===== src/rtl/eprom_prog_pkg.sv =====
// Shared types and constants for the EPROM programming controller and its
// companion EPROM array model.
package eprom_prog_pkg;

  localparam int EPROM_ADDR_W = 4;
  localparam int EPROM_DATA_W = 16;

  typedef enum logic [3:0] {
    S_IDLE,
    S_ERASE,
    S_BLANK,
    S_PWAIT,
    S_PULSE,
    S_GAP,
    S_VERIFY,
    S_CHECK,
    S_FIN
  } state_t;

  localparam logic [1:0] ERR_NONE   = 2'd0;
  localparam logic [1:0] ERR_BLANK  = 2'd1;
  localparam logic [1:0] ERR_VERIFY = 2'd2;
  localparam logic [1:0] ERR_ABORT  = 2'd3;

endpackage


===== src/rtl/eprom_pgm_timer.sv =====
// Loadable down-counter that times the programming pulse; 'last' is high in
// the final cycle of a CYCLES-long pulse that started with a load.
module eprom_pgm_timer #(
  parameter int CYCLES = 4
) (
  input  logic clk,
  input  logic rst,
  input  logic load,
  input  logic en,
  output logic last
);

  localparam int CNT_W = (CYCLES > 1) ? $clog2(CYCLES) : 1;

  logic [CNT_W-1:0] cnt;

  // NOTE: sequential state is assigned with <= so every flop samples the
  // pre-edge values of its inputs, independent of block ordering.
  always_ff @(posedge clk) begin
    if (rst) begin
      cnt <= '0;
    end else if (load) begin
      cnt <= CNT_W'(CYCLES - 1);
    end else if (en && cnt != '0) begin
      cnt <= cnt - 1'b1;
    end
  end

  assign last = (cnt == '0);

endmodule


===== src/rtl/eprom_programmer.sv =====
// Programming-session controller for an asynchronous-read EPROM array:
// erase, blank check, streamed word programming and checksum verify.
module eprom_programmer
  import eprom_prog_pkg::*;
#(
  parameter int ADDR_W     = EPROM_ADDR_W,
  parameter int DATA_W     = EPROM_DATA_W,
  parameter int PGM_CYCLES = 4
) (
  input  logic              clk,
  input  logic              rst,
  input  logic              start,
  input  logic              abort,
  input  logic              in_valid,
  output logic              in_ready,
  input  logic [DATA_W-1:0] in_data,
  output logic              busy,
  output logic              done,
  output logic              pass,
  output logic [1:0]        err_code,
  output logic [ADDR_W-1:0] fail_addr,
  output logic [ADDR_W-1:0] mem_addr,
  output logic              mem_we,
  output logic [DATA_W-1:0] mem_wdata,
  output logic              mem_erase,
  input  logic [DATA_W-1:0] mem_rdata
);

  state_t              state, state_nx;
  logic [ADDR_W-1:0]   addr;
  logic [DATA_W-1:0]   wreg;
  logic [DATA_W-1:0]   sum_w;
  logic [DATA_W-1:0]   sum_r;
  logic                at_last;
  logic                in_session;
  logic                abort_hit;
  logic                pulse_last;

  assign at_last    = (addr == '1);
  assign in_session = (state != S_IDLE) && (state != S_FIN);
  assign abort_hit  = abort && in_session;

  eprom_pgm_timer #(.CYCLES(PGM_CYCLES)) u_timer (
    .clk  (clk),
    .rst  (rst),
    .load (state == S_PWAIT && in_valid),
    .en   (state == S_PULSE),
    .last (pulse_last)
  );

  always_ff @(posedge clk) begin
    if (rst) state <= S_IDLE;
    else     state <= state_nx;
  end

  always_comb begin
    state_nx = state;
    case (state)
      S_IDLE:   if (start) state_nx = S_ERASE;
      S_ERASE:  state_nx = S_BLANK;
      S_BLANK:  if (mem_rdata != '0) state_nx = S_FIN;
                else if (at_last)    state_nx = S_PWAIT;
      S_PWAIT:  if (in_valid) state_nx = S_PULSE;
      S_PULSE:  if (pulse_last) state_nx = S_GAP;
      S_GAP:    state_nx = at_last ? S_VERIFY : S_PWAIT;
      S_VERIFY: if (at_last) state_nx = S_CHECK;
      S_CHECK:  state_nx = S_FIN;
      S_FIN:    state_nx = S_IDLE;
      default:  state_nx = S_IDLE;
    endcase
    // Abort wins over every other transition, including a pending handshake.
    if (abort_hit) state_nx = S_FIN;
  end

  // NOTE: every output gets a default before the case so no path leaves a
  // signal unassigned, which would otherwise infer a latch.
  always_comb begin
    busy      = in_session;
    in_ready  = 1'b0;
    done      = 1'b0;
    mem_we    = 1'b0;
    mem_erase = 1'b0;
    case (state)
      S_ERASE: mem_erase = 1'b1;
      S_PWAIT: in_ready  = 1'b1;
      S_PULSE: mem_we    = 1'b1;
      S_FIN:   done      = 1'b1;
      default: ;
    endcase
  end

  assign mem_addr  = addr;
  assign mem_wdata = wreg;

  always_ff @(posedge clk) begin
    if (rst) begin
      addr      <= '0;
      wreg      <= '0;
      sum_w     <= '0;
      sum_r     <= '0;
      pass      <= 1'b0;
      err_code  <= ERR_NONE;
      fail_addr <= '0;
    end else if (abort_hit) begin
      pass     <= 1'b0;
      err_code <= ERR_ABORT;
    end else begin
      case (state)
        S_IDLE: if (start) begin
          addr      <= '0;
          sum_w     <= '0;
          sum_r     <= '0;
          pass      <= 1'b0;
          err_code  <= ERR_NONE;
          fail_addr <= '0;
        end
        S_BLANK: begin
          if (mem_rdata != '0) begin
            err_code  <= ERR_BLANK;
            fail_addr <= addr;
          end else begin
            addr <= at_last ? '0 : addr + 1'b1;
          end
        end
        S_PWAIT: if (in_valid) begin
          wreg  <= in_data;
          sum_w <= sum_w + in_data;
        end
        S_GAP: addr <= at_last ? '0 : addr + 1'b1;
        S_VERIFY: begin
          sum_r <= sum_r + mem_rdata;
          addr  <= at_last ? '0 : addr + 1'b1;
        end
        S_CHECK: begin
          if (sum_r == sum_w) begin
            pass     <= 1'b1;
            err_code <= ERR_NONE;
          end else begin
            err_code <= ERR_VERIFY;
          end
        end
        default: ;
      endcase
    end
  end

endmodule

===== config.mk =====
export PLATFORM = sky130hd
export DESIGN_NAME = eprom_programmer
export DESIGN_NICKNAME = d
export VERILOG_FILES = /design/src/rtl/eprom_prog_pkg.sv /design/src/rtl/eprom_pgm_timer.sv /design/src/rtl/eprom_programmer.sv
export SDC_FILE = /design/constraint.sdc
export NUM_CORES = 1
export LEC_CHECK = 0
export CORE_UTILIZATION = 49
export DETAILED_ROUTE_END_ITERATION = 10
export PLACE_DENSITY = 0.85
export SLEW_MARGIN = 25
export SYNTH_ARGS = -nofsm -noshare
export SYNTH_HDL_FRONTEND = slang
export SYNTH_SLANG_ARGS = --single-unit

===== constraint.sdc =====
create_clock -name clk -period 2.4 [get_ports clk]
set_clock_uncertainty 0.1 [all_clocks]
set_input_delay 0.48 -clock clk [delete_from_list [all_inputs] [get_ports clk]]
set_output_delay 0.48 -clock clk [all_outputs]
set_load 0.05 [all_outputs]

==> flow_metrics.env <==
export IMPL_status="complete, but fails checks"
export IMPL_violations="negative setup slack"
export IMPL_power_density_nw_per_um2=530.7
export IMPL_grt_pass1_vias=4618
export IMPL_fillers=581
export IMPL_slew_headroom_pct=52.34
export IMPL_endpoint_kind="register"
export IMPL_io_pins=69
export IMPL_dpl_hpwl_um=9861
export IMPL_hold_class="in -> reg"
export IMPL_cp_startpoint="sum_r[0]$_SDFFE_PP0P_"
export IMPL_crit_family="compound AO/OA/AOI/OAI gates"
export IMPL_layout_commonest_cell="buf_4"
export IMPL_gp_congestion=0.9309
export IMPL_via_per_inst=5.953
export IMPL_multi_input_area_sq_um=3109
export IMPL_dpl_cell_area_sq_um=5754
export IMPL_syn_nets=612
export IMPL_fin_crit_ps=2422
export IMPL_htreeDepth=3
export IMPL_synth_edff_count=0
export IMPL_synth_distinct_cells=52
export IMPL_initial_core_util_pct=51.32
export IMPL_max_freq_mhz=412.8
export IMPL_final_cell_mix="buf_4, nand2_1, dfxtp_1"
export IMPL_tns_ps=-22.30
export IMPL_ys_seq_area_share_pct=30.55
export IMPL_cp_common_cell="o21a_1"
export IMPL_seqCellArea_sq_um=1305
export IMPL_synth_area_per_cell_sq_um=7.873
export IMPL_antenna_found_initial=0
export IMPL_die_height_um=95.23
export IMPL_hold_viol=0
export IMPL_routed_via_count=4840
export IMPL_track_usage_pct=30.62
export IMPL_syn_inst=541
export IMPL_maxSlewViolCount=0
export IMPL_area_growth_pct=47.62
export IMPL_clk_path_buf_depth=2
export IMPL_power_mw=3.337
export IMPL_grt_pass1_wl_um=21670
export IMPL_critPathSlowestCell="or4_1"
export IMPL_regToRegSetupSlack_ps=-20
export IMPL_dpl_cell_count=790
export IMPL_cts_root_buffer="clkbuf_8"
export IMPL_drive_above_1_share_pct=24.44
export IMPL_r2r_end="sum_r[14]$_SDFFE_PP0P_"
export IMPL_postSynth_asyncResetShare_pct=0
export IMPL_clock_latency_ps=350
export IMPL_leakagePower_nw=2.584
export IMPL_vdd_ir_drop_max_v=0.0002997
export IMPL_synth_flop_cell="dfxtp_1"
export IMPL_wl_um=14190
export IMPL_final_cells=813
export IMPL_critical_path_endpoint="sum_r[14]$_SDFFE_PP0P_"
export IMPL_arrival_ps=2560
export IMPL_drtAntennaViolNets=0
export IMPL_die_w_um=95.23
export IMPL_grt_max_degree=37
export IMPL_path_cells="ha_4 > inv_2 > fa_2 > nor2b_2 > o31a_1 > o21a_1 > o21a_1 > or4_1 > a32o_1"
export IMPL_routedWlPerCell_um=17.45
export IMPL_criticalPathCategory="reg -> reg"
export IMPL_yosysWarnings=0
export IMPL_drtIter0Drc=318
export IMPL_crit_required_ps=2540
export IMPL_cts_tree="yes"
export IMPL_portBuffers=68
export IMPL_clk_transition_reported_paths_ps=80
export IMPL_crit_path_start_kind="register"
export IMPL_worst_pin_slew_ps=712.2
export IMPL_finalInstanceArea_sq_um=6287
export IMPL_path_depth=9
export IMPL_rr_startpoint="sum_r[0]$_SDFFE_PP0P_"
export IMPL_slowest_delay_ps=470
export IMPL_drt_pass1_iterations=4
export IMPL_rsz0062_at_grt="true"
export IMPL_finalWorstSetupSlack_ps=-22.30
export IMPL_ys_ff_latch=65
export IMPL_critPathMaxFanout=3
export IMPL_setup_viol_count_final=1
export IMPL_grt_overflow=0
export IMPL_cap_viol_max_count=0
export IMPL_rows=33
export IMPL_syn_area_sq_um=4259
export IMPL_clock_sinks=65
export IMPL_numCtsBuffers=9
export IMPL_post_place_ws_ps=-650.2
export IMPL_fin_crit_sh_pct=100.9
export IMPL_design_die_area_sq_um=9069
export IMPL_fin_nets=776
export IMPL_critPathBufInv=1
export IMPL_diodes=0
export IMPL_drc=0
export IMPL_core_area_sq_um=8299
export IMPL_r2r_cells=9
[per-stage QoR]
stage	hold WS, ps	util, %
final	345.1	75.76
after global routing	349.4	75.76
after CTS	357.4	73.38
after detailed placement	346.6	69.34
after global placement	341.4	69.34
after floorplan	360.8	-
[synthesized netlist by cell type, types with 9 or more instances]
cell | count | area (sq um)
nand2_1 | 66 | 247.7
xnor2_1 | 24 | 210.2
ha_1 | 32 | 400.4
dfxtp_1 | 65 | 1301
clkbuf_1 | 14 | 52.55
a21o_1 | 9 | 67.56
nor2_1 | 48 | 180.2
nand3_1 | 10 | 50.05
a22oi_1 | 10 | 75.07
nor3_1 | 14 | 70.07
nor4_1 | 9 | 56.30
a21oi_1 | 58 | 290.3
o21ai_0 | 34 | 170.2
or3_1 | 11 | 68.82
inv_1 | 18 | 67.56
o21a_1 | 10 | 75.07
[state kept, by name, indices dropped and copies added, names as in the netlist]
register and cells:
err_code 2, fail_addr 4, mem_addr 4, mem_wdata 16, pass 1, state 4
sum_r 16, sum_w 16, u_timer.cnt 2
[area by class of cell]
| type | count | share of cell area (%) |
|---|---|---|
| Clock buffer | 11 | 2.408 |
| Clock inverter | 3 | 0.2786 |
| Inverter | 18 | 1.075 |
| Multi-Input combinational cell | 440 | 49.45 |
| Sequential cell | 65 | 20.76 |
| Tap cell | 105 | 2.090 |
| Timing Repair Buffer | 171 | 23.94 |
[per-layer routing]
metal / share of wire (%) / global-route usage (%)
met5: 0 / 0
met4: 2.5 / 11.24
met3: 5.3 / 4.067
met2: 48 / 53.04
met1: 44 / 38.49
[worst min-delay path, delay by kind of cell]
family / cells / cell delay, ps
AOI/OAI and AO/OA: 1 / 60
buffers and inverters: 1 / 140
and+or+nand+nor: 1 / 60
[how the worst min path moves through the flow]
stage / from / end / slack (ps) / cells past startpoint
4_1_cts: mem_wdata[13]$_SDFFE_PP0P_ / mem_wdata[13]$_SDFFE_PP0P_ / 360 / 2
6_report: in_data[0] / mem_wdata[0]$_SDFFE_PP0P_ / 350 / 3
3_5_place_dp: mem_wdata[13]$_SDFFE_PP0P_ / mem_wdata[13]$_SDFFE_PP0P_ / 350 / 2
5_1_grt: in_data[0] / mem_wdata[0]$_SDFFE_PP0P_ / 350 / 3
2_1_floorplan: sum_w[4]$_SDFFE_PP0P_ / sum_w[4]$_SDFFE_PP0P_ / 360 / 2
3_3_place_gp: mem_wdata[7]$_SDFFE_PP0P_ / mem_wdata[7]$_SDFFE_PP0P_ / 340 / 2
[timing repair]
action | CTS | global route
hold buffers | 0 | 0
buffers inserted | 5 | 4
gates resized for setup | 45 | 30
gates cloned | 0 | 0
setup endpoints to repair | 18 | 18
pin swaps | 21 | 17
hold endpoints to repair | 0 | 0
[cell families after synthesis]
group / after synthesis / synth area share, %
adders and majority gates: 34 / 10.34
and+or+nand+nor: 199 / 22.42
DFF: 65 / 30.55
muxes: 4 / 0.9988
xor gates and xnor gates: 31 / 6.375
AOI/OAI and AO/OA: 172 / 25.97
buffers and inverters: 36 / 3.349
[report_power, final]
| part | internal (mW) | switching (mW) | total, mW |
|---|---|---|---|
| Combinational | 0.548 | 0.736 | 1.28 |
| Clock | 0.417 | 0.437 | 0.854 |
| Sequential | 1.13 | 0.0711 | 1.20 |
Power figures use the tool's default switching activity.
